--- src/rtl/decode_stage.sv ---
// RV32I ALU-instruction decode / operand-fetch stage with a 32x32 register file.
// One-deep output register behind a valid/ready handshake; write-back bypasses into capture.
module decode_stage #(
  parameter int XLEN  = 32,
  parameter int NREGS = 32
) (
  input  logic            clk,
  input  logic            rst,
  input  logic            in_valid,
  output logic            in_ready,
  input  logic [31:0]     instr,
  output logic            out_valid,
  input  logic            out_ready,
  output logic [XLEN-1:0] op1,
  output logic [XLEN-1:0] op2,
  output logic [3:0]      alu_op,
  output logic [4:0]      rd,
  output logic            rd_we,
  output logic            illegal,
  input  logic            wb_en,
  input  logic [4:0]      wb_addr,
  input  logic [XLEN-1:0] wb_data
);

  localparam logic [6:0] OPC_R = 7'b0110011;
  localparam logic [6:0] OPC_I = 7'b0010011;
  localparam logic [6:0] F7_Z  = 7'h00;
  localparam logic [6:0] F7_A  = 7'h20;

  localparam logic [3:0] ALU_AND = 4'b0000;
  localparam logic [3:0] ALU_OR  = 4'b0001;
  localparam logic [3:0] ALU_ADD = 4'b0010;
  localparam logic [3:0] ALU_SLT = 4'b0100;
  localparam logic [3:0] ALU_XOR = 4'b0101;
  localparam logic [3:0] ALU_SUB = 4'b0110;
  localparam logic [3:0] ALU_SRL = 4'b1000;
  localparam logic [3:0] ALU_SLL = 4'b1001;
  localparam logic [3:0] ALU_SRA = 4'b1010;

  typedef struct packed {
    logic [XLEN-1:0] op1;
    logic [XLEN-1:0] op2;
    logic [3:0]      alu_op;
    logic [4:0]      rd;
    logic            rd_we;
    logic            illegal;
  } dec_t;

  localparam dec_t DEC_RST = '{op1: '0, op2: '0, alu_op: ALU_ADD, rd: '0, rd_we: 1'b0, illegal: 1'b0};

  logic [XLEN-1:0] regs [NREGS];
  logic [6:0]      opc, f7;
  logic [2:0]      f3;
  logic [4:0]      rs1, rs2;
  logic [XLEN-1:0] rs1_val, rs2_val, op2_val;
  logic [3:0]      alu;
  logic            legal, wb_hit;
  dec_t            nxt, q;

  assign opc    = instr[6:0];
  assign f3     = instr[14:12];
  assign f7     = instr[31:25];
  assign rs1    = instr[19:15];
  assign rs2    = instr[24:20];
  assign wb_hit = wb_en && (wb_addr != '0);

  always_ff @(posedge clk or negedge rst) begin
    if (!rst) begin
      for (int i = 0; i < NREGS; i++) regs[i] <= '0;
    end else if (wb_hit) begin
      regs[wb_addr] <= wb_data;
    end
  end

  // Same-cycle write-back wins over the stored value so capture never sees stale data.
  always_comb begin
    rs1_val = '0;
    rs2_val = '0;
    if (rs1 != '0) rs1_val = (wb_hit && wb_addr == rs1) ? wb_data : regs[rs1];
    if (rs2 != '0) rs2_val = (wb_hit && wb_addr == rs2) ? wb_data : regs[rs2];
  end

  always_comb begin
    legal   = 1'b0;
    alu     = ALU_ADD;
    op2_val = rs2_val;
    if (opc == OPC_R) begin
      legal = 1'b1;
      case ({f7, f3})
        {F7_Z, 3'b000}: alu = ALU_ADD;
        {F7_A, 3'b000}: alu = ALU_SUB;
        {F7_Z, 3'b111}: alu = ALU_AND;
        {F7_Z, 3'b110}: alu = ALU_OR;
        {F7_Z, 3'b100}: alu = ALU_XOR;
        {F7_Z, 3'b001}: alu = ALU_SLL;
        {F7_Z, 3'b101}: alu = ALU_SRL;
        {F7_A, 3'b101}: alu = ALU_SRA;
        {F7_Z, 3'b010}: alu = ALU_SLT;
        default:        legal = 1'b0;
      endcase
    end else if (opc == OPC_I) begin
      op2_val = {{(XLEN-12){instr[31]}}, instr[31:20]};
      legal   = 1'b1;
      case (f3)
        3'b000: alu = ALU_ADD;
        3'b111: alu = ALU_AND;
        3'b110: alu = ALU_OR;
        3'b100: alu = ALU_XOR;
        3'b010: alu = ALU_SLT;
        3'b001: begin
          alu     = ALU_SLL;
          legal   = (f7 == F7_Z);
          op2_val = {{(XLEN-5){1'b0}}, instr[24:20]};
        end
        3'b101: begin
          alu     = (f7 == F7_A) ? ALU_SRA : ALU_SRL;
          legal   = (f7 == F7_Z) || (f7 == F7_A);
          op2_val = {{(XLEN-5){1'b0}}, instr[24:20]};
        end
        default: legal = 1'b0;
      endcase
    end
  end

  // Illegal ops still flow through as a harmless ADD 0,0 with no write-back.
  always_comb begin
    nxt         = DEC_RST;
    nxt.rd      = instr[11:7];
    nxt.illegal = !legal;
    if (legal) begin
      nxt.op1    = rs1_val;
      nxt.op2    = op2_val;
      nxt.alu_op = alu;
      nxt.rd_we  = (instr[11:7] != '0);
    end
  end

  assign in_ready = !out_valid || out_ready;

  always_ff @(posedge clk or negedge rst) begin
    if (!rst) begin
      out_valid <= 1'b0;
      q         <= DEC_RST;
    end else if (in_valid && in_ready) begin
      out_valid <= 1'b1;
      q         <= nxt;
    end else if (out_ready) begin
      out_valid <= 1'b0;
    end
  end

  assign op1     = q.op1;
  assign op2     = q.op2;
  assign alu_op  = q.alu_op;
  assign rd      = q.rd;
  assign rd_we   = q.rd_we;
  assign illegal = q.illegal;

endmodule

--- config.mk ---
export PLATFORM = sky130hd
export DESIGN_NAME = decode_stage
export DESIGN_NICKNAME = d
export VERILOG_FILES = /design/src/rtl/decode_stage.sv
export SDC_FILE = /design/constraint.sdc
export NUM_CORES = 2
export LEC_CHECK = 0
export CAP_MARGIN = 40
export CELL_PAD_IN_SITES_DETAIL_PLACEMENT = 1
export CELL_PAD_IN_SITES_GLOBAL_PLACEMENT = 2
export CORE_ASPECT_RATIO = 1.2
export CORE_MARGIN = 3
export CORE_UTILIZATION = 45
export CTS_CLUSTER_SIZE = 25
export DETAILED_ROUTE_END_ITERATION = 8
export GPL_TIMING_DRIVEN = 0
export PLACE_DENSITY_LB_ADDON = 0.12
export SYNTH_ARGS = -nofsm -noshare
export SYNTH_HDL_FRONTEND = slang
export SYNTH_SLANG_ARGS = --single-unit
--- constraint.sdc ---
create_clock -name clk -period 2.5 [get_ports clk]
set_input_delay 0.5 -clock clk [delete_from_list [all_inputs] [get_ports clk]]
set_output_delay 0.5 -clock clk [all_outputs]
set_load 0.005 [all_outputs]
==> run summary <==
Status: finished, violations left
Violated checks: hold timing, setup timing
Vias: 44868
Die Y: 397 um
Core area: 127000 sq um
Max Freq: 386 MHz
Commonest non-fill, non-tap cells in the layout: dfrtp_1 (1099), mux2_2 (1007), mux2i_1 (387)
H-Tree Depth: 3
Synthesis-to-finish area growth: 20.9%
Layout cells sized above 1: 42.3%
GPL Wtd Cong: 0.977
P_leak: 30.4 nW
Pins Over Slew Limit: 0
Setup Viol. Count Final: 53
Synth Cell Area: 57500 sq um
Mapped Nets: 4294
Crit path cell chain: clkdlybuf4s50_1 > clkbuf_4 > nand3b_1 > nor2_2 > buf_4 > clkbuf_1 > buf_8 > mux2_2
Hold Crit Class: input port to async pin
CP Class: input port to flop
Max Cap Viol: 0
Worst hold slack: -149 ps
Die W: 332 um
CTS root buffer: clkbuf_16
Vias per Instance: 6.92
Relative slew slack: 25.2%
Drt total wl: 280000 um
Vias in the first global route: 45531
Fill count: 12362
Setup slack after layout: -91.6 ps
Final Critical Period: 2590 ps
Row Count: 143
Worst setup SP type: input port
EDFF count, synth: 0
Largest net degree at the start of global routing: 165
Cell count after synthesis: 4220
Register area share after synthesis: 47.9%
Delay-heaviest family, CP: buffers and inverters
Iter 0 DRT Violations: 4842
Layout net count: 4780
Num Clock Sinks: 1100
# IOs: 151
RSZ-0062 raised after global routing: yes
Wire per inst: 43.3 um
Syn avg cell area: 13.6 sq um
Worst-path fanout max: 10
Drc violations: 0
Router iterations before antenna repair: 5
CP peak stage delay: 490 ps
Detail Route Antenna Nets: 0
Synth warn: 0
Reg clk slew, reported paths: 60 ps
Crit share post-route: 104%
Die area: 132000 sq um
Leading cell type in the layout, fill and taps excluded: dfrtp_1
Starting Density: 45.4%
First-pass GRT wire length: 379000 um
Least-Margin Pin Slew: 1120 ps
Buf+Inv Stages, Crit Path: 5
Final hold vios: 232
Maximum vdd drop: 0.000634 V
Final HPWL DP: 204000 um
PwrDens: 768 nW/um^2
CP Capture Type: flop
Num CTS Buffers: 119
Initial antenna violation count: 19
Post-synthesis register bit count: 1100
Grt total ovfl: 0
Critical path's slowest cell: clkdlybuf4s50_1
Clock Path Buffers: 3
WP data required: 3140 ps
Cell variety after synth: 59
Total power: 0.0534 W
GRT Total Usage: 42.0%
Clock latency on the worst-skew pair: 790 ps
Clk_skew: 40.3 ps
Worst EP arrival: 3230 ps
Top_reg_cell synth: dfrtp_1
CTS tree: built
Port-buffer cells: 143
Ys async rst share: 100%
[Yosys cell counts, drive strengths merged, types with 5 or more instances]
master  instances  area share (%)
nand2b          7           0.076
o31ai          12            0.16
a32oi           8            0.12
a211o           8            0.12
or2             7           0.076
nand3         119             1.0
o22ai          68            0.74
o21ai          50            0.44
a41oi          32            0.49
nand2         110            0.72
buf            86            0.78
and2            6           0.065
nor3            8           0.070
a221oi         39            0.59
a21oi          80            0.70
nor4            9           0.098
mux2         1007              20
dfrtp        1099              48
a32o            5           0.087
a221o          42            0.73
nand3b          5           0.065
xnor2           8            0.12
inv             7           0.046
a22oi         163             2.1
mux4          304              12
nor2b          74            0.81
clkbuf        364             2.4
mux2i         388             6.8
nor2           59            0.39
[timing repair]
action,CTS,global route
hold buffers,3,2
setup endpoints to repair,680,416
resized for setup,255,175
pin swaps,7,11
cloned,0,1
endpoints found under the hold margin,77,61
buffers inserted,8,8
[report_power, final]
group	total (W)	internal, W	switching [W]
clock network	0.0187	0.0107	0.00793
logic	0.0112	0.00574	0.00550
registers	0.0235	0.0210	0.00251
total	0.0534	0.0374	0.0159
[per-layer routing]
| metal | up-vias | part of all wire, % | track usage [%] |
|---|---|---|---|
| met5 | - | 0.072 | 0 |
| met4 | 24 | 10 | 35.3 |
| met3 | 1037 | 9.8 | 13.0 |
| met2 | 2802 | 44 | 62.5 |
| met1 | 23902 | 36 | 49.9 |
| li1 | 17103 | - | - |
[logic make-up after synthesis]
logic type             after synthesis  share of synthesized area, %
buffers and inverters              457                          3.20
flip-flops                        1100                          47.9
multiplexers                      1699                          38.4
AND/OR/NAND/NOR                    424                          3.68
AO/OA/AOI/OAI                      528                          6.64
XOR/XNOR                            12                         0.183
[final timing paths]
check                            from   endpoint  slack, ps  cells after the start
min in group clk            instr[12]  alu_op[2]        130                      2
max in group asynchronous         rst    op2[25]        690                      4
max                        wb_addr[3]  regs[317]        -90                      8
min reg2reg                     rd[3]      rd[3]        470                      2
min                               rst  regs[261]       -150                      2
max reg2reg                 out_valid    op2[21]        130                      9
[state kept, by name (all words and copies together) (netlist names)]
| register | flops |
|---|---|
| regs | 1024 |
| alu_op | 4 |
| op1 | 32 |
| illegal | 1 |
| op2 | 32 |
| rd | 5 |
| out_valid | 1 |
| rd_we | 1 |
[area by class of cell]
cell class,count,area (sq um),share of cell area (%)
Tap cell,1667,2090,3.00
Buffer,442,2420,3.48
Sequential cell,1100,27500,39.6
Inverter,7,26.3,0.0378
Timing Repair Buffer,373,4700,6.76
Clock buffer,180,3530,5.08
Clock inverter,38,504,0.726
Antenna cell,11,27.5,0.0396
Multi-Input combinational cell,2663,28700,41.3
[through the flow]
stage                     util (%)  worst slack [ps]  TNS (ps)  cell area, sq um  cells
after floorplan                  -              43.8         0             57500   4220
after global placement        48.2            -51120         -             61000   6030
after detailed placement      50.5             -2340  -1065040             63900   6234
after CTS                     54.4             -54.1      -234             68900   6457
after global routing          54.8             -61.0     -1310             69500   6471
final                         54.9             -91.6     -1480             69500   6481
Power figures use the tool's default switching activity.
